--- src/rtl/mem_stage_pkg.sv ---
// Shared constants for the MEM stage: memory-op codes, FSM state codes and exception bit positions.
package mem_stage_pkg;

    localparam logic [2:0] MOP_W  = 3'b000;
    localparam logic [2:0] MOP_H  = 3'b001;
    localparam logic [2:0] MOP_HU = 3'b010;
    localparam logic [2:0] MOP_B  = 3'b011;
    localparam logic [2:0] MOP_BU = 3'b100;

    localparam logic [0:0] ST_IDLE   = 1'b0;
    localparam logic [0:0] ST_ACCESS = 1'b1;

    localparam int EXC_OVF = 0;
    localparam int EXC_MIS = 1;

    // Words need a 4-byte aligned address, halves a 2-byte aligned one; bytes never fault.
    function automatic logic misaligned(input logic [2:0] op, input logic [1:0] lo);
        return ((op == MOP_W) && (lo != 2'b00)) ||
               (((op == MOP_H) || (op == MOP_HU)) && lo[0]);
    endfunction

endpackage

--- src/rtl/mem_stage_if.sv ---
// Data-memory req/ack bus between the MEM stage (master) and the memory (slave).
interface mem_stage_if #(parameter int DW = 32);
    logic          req;
    logic          we;
    logic [DW-1:0] addr;
    logic [3:0]    be;
    logic [DW-1:0] wdata;
    logic          ack;
    logic [DW-1:0] rdata;

    modport master (output req, we, addr, be, wdata, input ack, rdata);
    modport slave  (input req, we, addr, be, wdata, output ack, rdata);
endinterface

--- src/rtl/mem_stage_align.sv ---
// Sub-word lane steering: byte enables and replicated store data out, extended load result in.
module mem_align
    import mem_stage_pkg::*;
#(
    parameter int DW = 32
) (
    input  logic [1:0]    addr_lo,
    input  logic [2:0]    mem_op,
    input  logic [DW-1:0] store_data,
    input  logic [DW-1:0] rdata,
    output logic [3:0]    be,
    output logic [DW-1:0] wdata,
    output logic [DW-1:0] load_data
);
    logic [7:0]  lb;
    logic [15:0] lh;

    always_comb begin
        lb        = rdata[{addr_lo, 3'b000} +: 8];
        lh        = addr_lo[1] ? rdata[31:16] : rdata[15:0];
        be        = 4'b1111;
        wdata     = store_data;
        load_data = rdata;
        case (mem_op)
            MOP_B, MOP_BU: begin
                be        = 4'b0001 << addr_lo;
                wdata     = {4{store_data[7:0]}};
                load_data = (mem_op == MOP_B) ? {{24{lb[7]}}, lb} : {24'b0, lb};
            end
            MOP_H, MOP_HU: begin
                be        = addr_lo[1] ? 4'b1100 : 4'b0011;
                wdata     = {2{store_data[15:0]}};
                load_data = (mem_op == MOP_H) ? {{16{lh[15]}}, lh} : {16'b0, lh};
            end
            default: ;
        endcase
    end
endmodule

--- src/rtl/mem_stage.sv ---
// MEM pipeline stage: EX/MEM register, data-memory req/ack FSM, stall generation and MEM/WB register.
module mem_stage
    import mem_stage_pkg::*;
#(
    parameter int DW  = 32,
    parameter int RAW = 5
) (
    input  logic           clk,
    input  logic           rst,
    input  logic           valid_E,
    input  logic [DW-1:0]  alu_out_E,
    input  logic [DW-1:0]  store_data_E,
    input  logic [RAW-1:0] reg_src3_E,
    input  logic           reg_wr_E,
    input  logic           mem_rd_E,
    input  logic           mem_wr_E,
    input  logic [2:0]     mem_op_E,
    input  logic           overflow_E,
    input  logic           flush_E,
    output logic           stall_M,
    mem_stage_if.master    dmem,
    output logic           valid_W,
    output logic           reg_wr_W,
    output logic [RAW-1:0] dst_W,
    output logic [DW-1:0]  wdata_W,
    output logic [1:0]     exc_W
);
    logic           valid_m, rw_m, rd_m, wr_m, ovf_m;
    logic [DW-1:0]  alu_m, sd_m;
    logic [RAW-1:0] dst_m;
    logic [2:0]     op_m;
    logic [0:0]     state;

    logic          mis_m, exc_m, go, in_access;
    logic [3:0]    be_a;
    logic [DW-1:0] wdata_a, load_data;

    mem_align #(.DW(DW)) u_align (
        .addr_lo    (alu_m[1:0]),
        .mem_op     (op_m),
        .store_data (sd_m),
        .rdata      (dmem.rdata),
        .be         (be_a),
        .wdata      (wdata_a),
        .load_data  (load_data)
    );

    always_comb begin
        mis_m     = (rd_m | wr_m) & misaligned(op_m, alu_m[1:0]);
        exc_m     = ovf_m | mis_m;
        go        = valid_m & (rd_m | wr_m) & ~exc_m;
        in_access = (state == ST_ACCESS);
        // Stall covers the issue cycle in IDLE and every ACCESS cycle until ack arrives.
        stall_M   = go & ~(in_access & dmem.ack);
    end

    // EX/MEM is only reloaded at an edge with no stall, so the bus stays stable through ACCESS.
    assign dmem.req   = in_access;
    assign dmem.we    = in_access & wr_m;
    assign dmem.be    = in_access ? be_a : 4'b0000;
    assign dmem.addr  = {alu_m[DW-1:2], 2'b00};
    assign dmem.wdata = wdata_a;

    always_ff @(posedge clk) begin
        if (rst) begin
            state <= ST_IDLE;
        end else begin
            case (state)
                ST_IDLE:   if (go) state <= ST_ACCESS;
                ST_ACCESS: if (dmem.ack) state <= ST_IDLE;
                default:   state <= ST_IDLE;
            endcase
        end
    end

    always_ff @(posedge clk) begin
        if (rst) begin
            valid_m <= 1'b0;
            alu_m   <= '0;
            sd_m    <= '0;
            dst_m   <= '0;
            rw_m    <= 1'b0;
            rd_m    <= 1'b0;
            wr_m    <= 1'b0;
            op_m    <= MOP_W;
            ovf_m   <= 1'b0;
        end else if (!stall_M) begin
            valid_m <= valid_E & ~flush_E;
            alu_m   <= alu_out_E;
            sd_m    <= store_data_E;
            dst_m   <= reg_src3_E;
            rw_m    <= reg_wr_E;
            rd_m    <= mem_rd_E;
            wr_m    <= mem_wr_E;
            op_m    <= mem_op_E;
            ovf_m   <= overflow_E;
        end
    end

    always_ff @(posedge clk) begin
        if (rst) begin
            valid_W  <= 1'b0;
            reg_wr_W <= 1'b0;
            dst_W    <= '0;
            wdata_W  <= '0;
            exc_W    <= 2'b00;
        end else if (stall_M) begin
            valid_W  <= 1'b0;
            reg_wr_W <= 1'b0;
            exc_W    <= 2'b00;
        end else begin
            valid_W           <= valid_m;
            reg_wr_W          <= valid_m & rw_m & ~wr_m & ~exc_m;
            dst_W             <= dst_m;
            wdata_W           <= (rd_m & ~exc_m) ? load_data : alu_m;
            exc_W[EXC_OVF]    <= valid_m & ovf_m;
            exc_W[EXC_MIS]    <= valid_m & mis_m;
        end
    end
endmodule
--- src/flat_wrapper.sv ---
// flat-port wrapper written by rule: the top's interface ports become plain ports
module mem_stage_flat import mem_stage_pkg::*;
#(
    parameter int DW  = 32,
    parameter int RAW = 5
)
  (clk, rst, valid_E, alu_out_E, store_data_E, reg_src3_E, reg_wr_E, mem_rd_E, mem_wr_E, mem_op_E, overflow_E, flush_E, stall_M, valid_W, reg_wr_W, dst_W, wdata_W, exc_W, dmem_req, dmem_we, dmem_addr, dmem_be, dmem_wdata, dmem_ack, dmem_rdata);
  mem_stage_if #(.DW(DW)) dmem_i ();
  input  logic clk;
  input  logic rst;
  input  logic valid_E;
  input  logic [DW-1:0] alu_out_E;
  input  logic [DW-1:0] store_data_E;
  input  logic [RAW-1:0] reg_src3_E;
  input  logic reg_wr_E;
  input  logic mem_rd_E;
  input  logic mem_wr_E;
  input  logic [2:0] mem_op_E;
  input  logic overflow_E;
  input  logic flush_E;
  output logic stall_M;
  output logic valid_W;
  output logic reg_wr_W;
  output logic [RAW-1:0] dst_W;
  output logic [DW-1:0] wdata_W;
  output logic [1:0] exc_W;
  output wire logic [$bits(dmem_i.req)-1:0] dmem_req;
  output wire logic [$bits(dmem_i.we)-1:0] dmem_we;
  output wire logic [$bits(dmem_i.addr)-1:0] dmem_addr;
  output wire logic [$bits(dmem_i.be)-1:0] dmem_be;
  output wire logic [$bits(dmem_i.wdata)-1:0] dmem_wdata;
  input wire logic [$bits(dmem_i.ack)-1:0] dmem_ack;
  input wire logic [$bits(dmem_i.rdata)-1:0] dmem_rdata;
  assign dmem_req = dmem_i.req;
  assign dmem_we = dmem_i.we;
  assign dmem_addr = dmem_i.addr;
  assign dmem_be = dmem_i.be;
  assign dmem_wdata = dmem_i.wdata;
  assign dmem_i.ack = dmem_ack;
  assign dmem_i.rdata = dmem_rdata;
  mem_stage #(.DW(DW), .RAW(RAW)) u_core (.clk(clk), .rst(rst), .valid_E(valid_E), .alu_out_E(alu_out_E), .store_data_E(store_data_E), .reg_src3_E(reg_src3_E), .reg_wr_E(reg_wr_E), .mem_rd_E(mem_rd_E), .mem_wr_E(mem_wr_E), .mem_op_E(mem_op_E), .overflow_E(overflow_E), .flush_E(flush_E), .stall_M(stall_M), .dmem(dmem_i), .valid_W(valid_W), .reg_wr_W(reg_wr_W), .dst_W(dst_W), .wdata_W(wdata_W), .exc_W(exc_W));
endmodule
--- config.mk ---
export PLATFORM = sky130hd
export DESIGN_NAME = mem_stage_flat
export DESIGN_NICKNAME = d
export VERILOG_FILES = /design/src/rtl/mem_stage_pkg.sv /design/src/rtl/mem_stage_if.sv /design/src/rtl/mem_stage_align.sv /design/src/rtl/mem_stage.sv /design/src/flat_wrapper.sv
export SDC_FILE = /design/constraint.sdc
export NUM_CORES = 1
export LEC_CHECK = 0
export ABC_AREA = 1
export BUFFER_PORTS_ARGS = -buffer_cell sky130_fd_sc_hd__buf_4
export CAP_MARGIN = 10
export CORE_MARGIN = 1.5
export CORE_UTILIZATION = 40
export DETAILED_ROUTE_END_ITERATION = 6
export PLACE_DENSITY = 0.76
export SYNTH_ARGS = -nofsm -noshare
export SYNTH_HDL_FRONTEND = slang
export SYNTH_HIERARCHICAL = 1
export SYNTH_SLANG_ARGS = --single-unit
export TNS_END_PERCENT = 100
--- constraint.sdc ---
create_clock -name clk -period 2.6 [get_ports clk]
set_input_delay 0.52 -clock clk [delete_from_list [all_inputs] [get_ports clk]]
set_output_delay 0.52 -clock clk [all_outputs]
set_load 0.01 [all_outputs]
==> run_results.csv <==
group,metric,value,unit
cts,insertion_delay,0.41,ns
sta,maxSlewViolCount,0,
global_route,grt_usage,22.7,%
critical_path,critical_path_required,2.08,ns
sta,hold_viol_final,0,
global_route,grt_overflow,0,
worst_hold_path,hold_class,"in -> reg",
power_and_ir_drop,vdd_ir_drop_max,0.473,mV
floorplanning,die-area,18600,um2
cts,clk_pin_slew,0.05,ns
cells_and_area,final_nets,1459,
cts,cts_tree,"yes",
logic_synthesis,yosysUniqueCellTypes,21,
routing,vias,7575,
global_route,grt_pass1_wl,32.9,mm
cells_and_area,num_antenna_cells,0,
sta,max_freq,407,MHz
cts,cts_buffer_depth,2,
sta,worstMarginPinSlew,0.601,ns
cells_and_area,drive_gt1_share,21.7,%
logic_synthesis,avgSynthCellArea,5.96,um2
routing,wire_per_inst,13.5,um
floorplanning,boundaryPins,225,
sta,fin_crit,2.46,ns
logic_synthesis,synth_area,7110,um2
floorplanning,die_x,136,um
logic_synthesis,ys_seq_elements,119,
critical_path,worstPathArrival,1.94,ns
place,io_buffers,222,
sta,rsz0062_at_grt,"false",
cts,clock_sink_count,119,
power_and_ir_drop,power.leakage,5.47,nW
cts,hold_buffers,0,
cts,htreeDepth,4,
routing,ant_nets,0,
logic_synthesis,yosysSeqAreaShare,33.5,%
logic_synthesis,netlist_top_cells_area,"dfxtp_1, nand2_1, nor2_1",
place,dp_hpwl,15.5,mm
routing,routed_wl,21.5,mm
floorplanning,core,17400,um2
worst_hold_path,hp-start,"overflow_E",
global_route,grt_max_degree,144,
sta,max_slew_margin,59.9,%
cells_and_area,area_growth,29.6,%
routing,drc,0,
sta,finClkSkew,0.00932,ns
critical_path,crit_start,"u_core/op_m[2]",
routing,dr.first_iter.drc_count,592,
critical_path,critPathKind,"reg -> out",
sta,finalCritPeriodShare,94.5,%
critical_path,end_kind,"output port",
critical_path,regToRegStartpoint,"u_core/alu_m[0]",
global_route,grt_antenna_before_repair,0,
routing,via_per_inst,4.78,
routing,first_pass_iters,5,
global_route,grt_pass1_vias,6588,
cts,clock-root-buffer,"clkbuf_16",
outcome,status,"complete, no violations",
sta,finalSetupTns,0,ns
job,max-cap-violations,0,
floorplanning,start_util,41.0,%
sta,finalSetupViolCount,0,
floorplanning,die_h,136,um
logic_synthesis,netlist.area_leader.share,33.5,%
place,gp_congestion,0.922,
critical_path,crit_fanout,17,
cts,cts_buffers,17,
critical_path,startpoint_type,"register",
logic_synthesis,synth_top_cell_by_area,"dfxtp_1",
logic_synthesis,synthCells,1193,
floorplanning,row_count,48,
power_and_ir_drop,power,5.77,mW
logic_synthesis,ys_warn_count,6,
power_and_ir_drop,powerDensity,626,nW/um2
[cells in the final DEF (no fill, tap or decap), types with 4 or more instances in the layout]
cell type   synthesis  routed
nand2_1           450     449
buf_4              59     245
nor2_1            227     227
dfxtp_1           119     119
inv_1             102     101
nand3_1            86      86
nand4_1            41      41
o21bai_1           32      32
clkbuf_16           0      17
inv_2               5       5
clkinvlp_4          0       4
bufinv_16           0       4
nand2_4             0       4
[worst max-delay path, stage by stage (launching register included)]
cell        delay (ns)
dfxtp_1           0.46
clkinvlp_4        0.25
nand3_4           0.27
buf_4             0.25
nand3_1           0.10
nand2_1           0.08
buf_4             0.11
[cell families after synthesis]
| kind of cell | share of synthesized area [%] |
|---|---|
| buffers and inverters | 16.0 |
| and+or+nand+nor | 46.9 |
| DFF | 33.5 |
| other | 0.0527 |
| AOI/OAI and AO/OA | 3.52 |
[layout make-up]
class / count / area [um2]
fill: 1745 / 8140
clock buffer: 21 / 470
multi-input combinational: 853 / 3620
clock inverter: 11 / 170
tap: 225 / 282
sequential: 119 / 2380
timing repair buffer: 247 / 1880
inverter: 108 / 409
[metal layers]
metal	up-vias	GRT usage, %	share of wire (%)	routed length (um)
met5	-	0	0	0
met4	0	10.6	3.3	705
met3	51	6.15	8.5	1820
met2	302	36.8	47	10100
met1	3320	27.9	41	8840
li1	3902	-	-	-
[Yosys cell counts (all sizes together)]
cell,number
conb,1
inv,107
clkbuf,28
nand4,43
dfxtp,119
o21bai,32
nor2,229
a21oi,2
nand3,88
nor3,3
buf,86
nand2,454
clkinv,1
[power by group]
part	internal, mW	total [mW]	switching, mW
logic	0.522	1.18	0.655
registers	1.95	2.06	0.104
clock network	1.68	2.54	0.857
[stage by stage]
step / instances / hold WS (ns) / util, % / setup WS [ns] / cell area [um2]
5_1_grt: 1584 / 0.338 / 53.1 / 0.00525 / 9220
3_3_place_gp: 1548 / 0.462 / 49.0 / 0.453 / 8510
4_1_cts: 1580 / 0.329 / 52.8 / 0.0869 / 9160
6_report: 1584 / 0.343 / 53.1 / 0.142 / 9220
2_1_floorplan: 1194 / 0.455 / - / 0.811 / 7110
3_5_place_dp: 1548 / 0.472 / 49.0 / 0.373 / 8510
[path summary, 6_finish.rpt]
| kind | cells after the start | to | slack, ns |
|---|---|---|---|
| max | 6 | dmem_wdata[20] | 0.14 |
| min | 3 | u_core/ovf_m | 0.34 |
| max reg2reg | 13 | u_core/wdata_W[26] | 0.55 |
| min reg2reg | 2 | u_core/reg_wr_W | 0.48 |
[flip-flops by register name, summed over array words and instances, names as in the netlist]
signal / count
u_core/dmem.req: 1
u_core/ovf_m: 1
u_core/dst_m: 5
u_core/rd_m: 1
u_core/wr_m: 1
u_core/wdata_W: 32
u_core/rw_m: 1
u_core/sd_m: 32
u_core/valid_m: 1
u_core/alu_m: 32
u_core/exc_W: 2
u_core/dst_W: 5
u_core/reg_wr_W: 1
u_core/valid_W: 1
u_core/op_m: 3
[repair_timing]
item / 4_1_cts / 5_1_grt
buffers inserted: 0 / 4
gates resized for setup: 1 / 5
endpoints found under the setup margin: 15 / 28
Note: power is estimated with default switching activity, not from simulation.
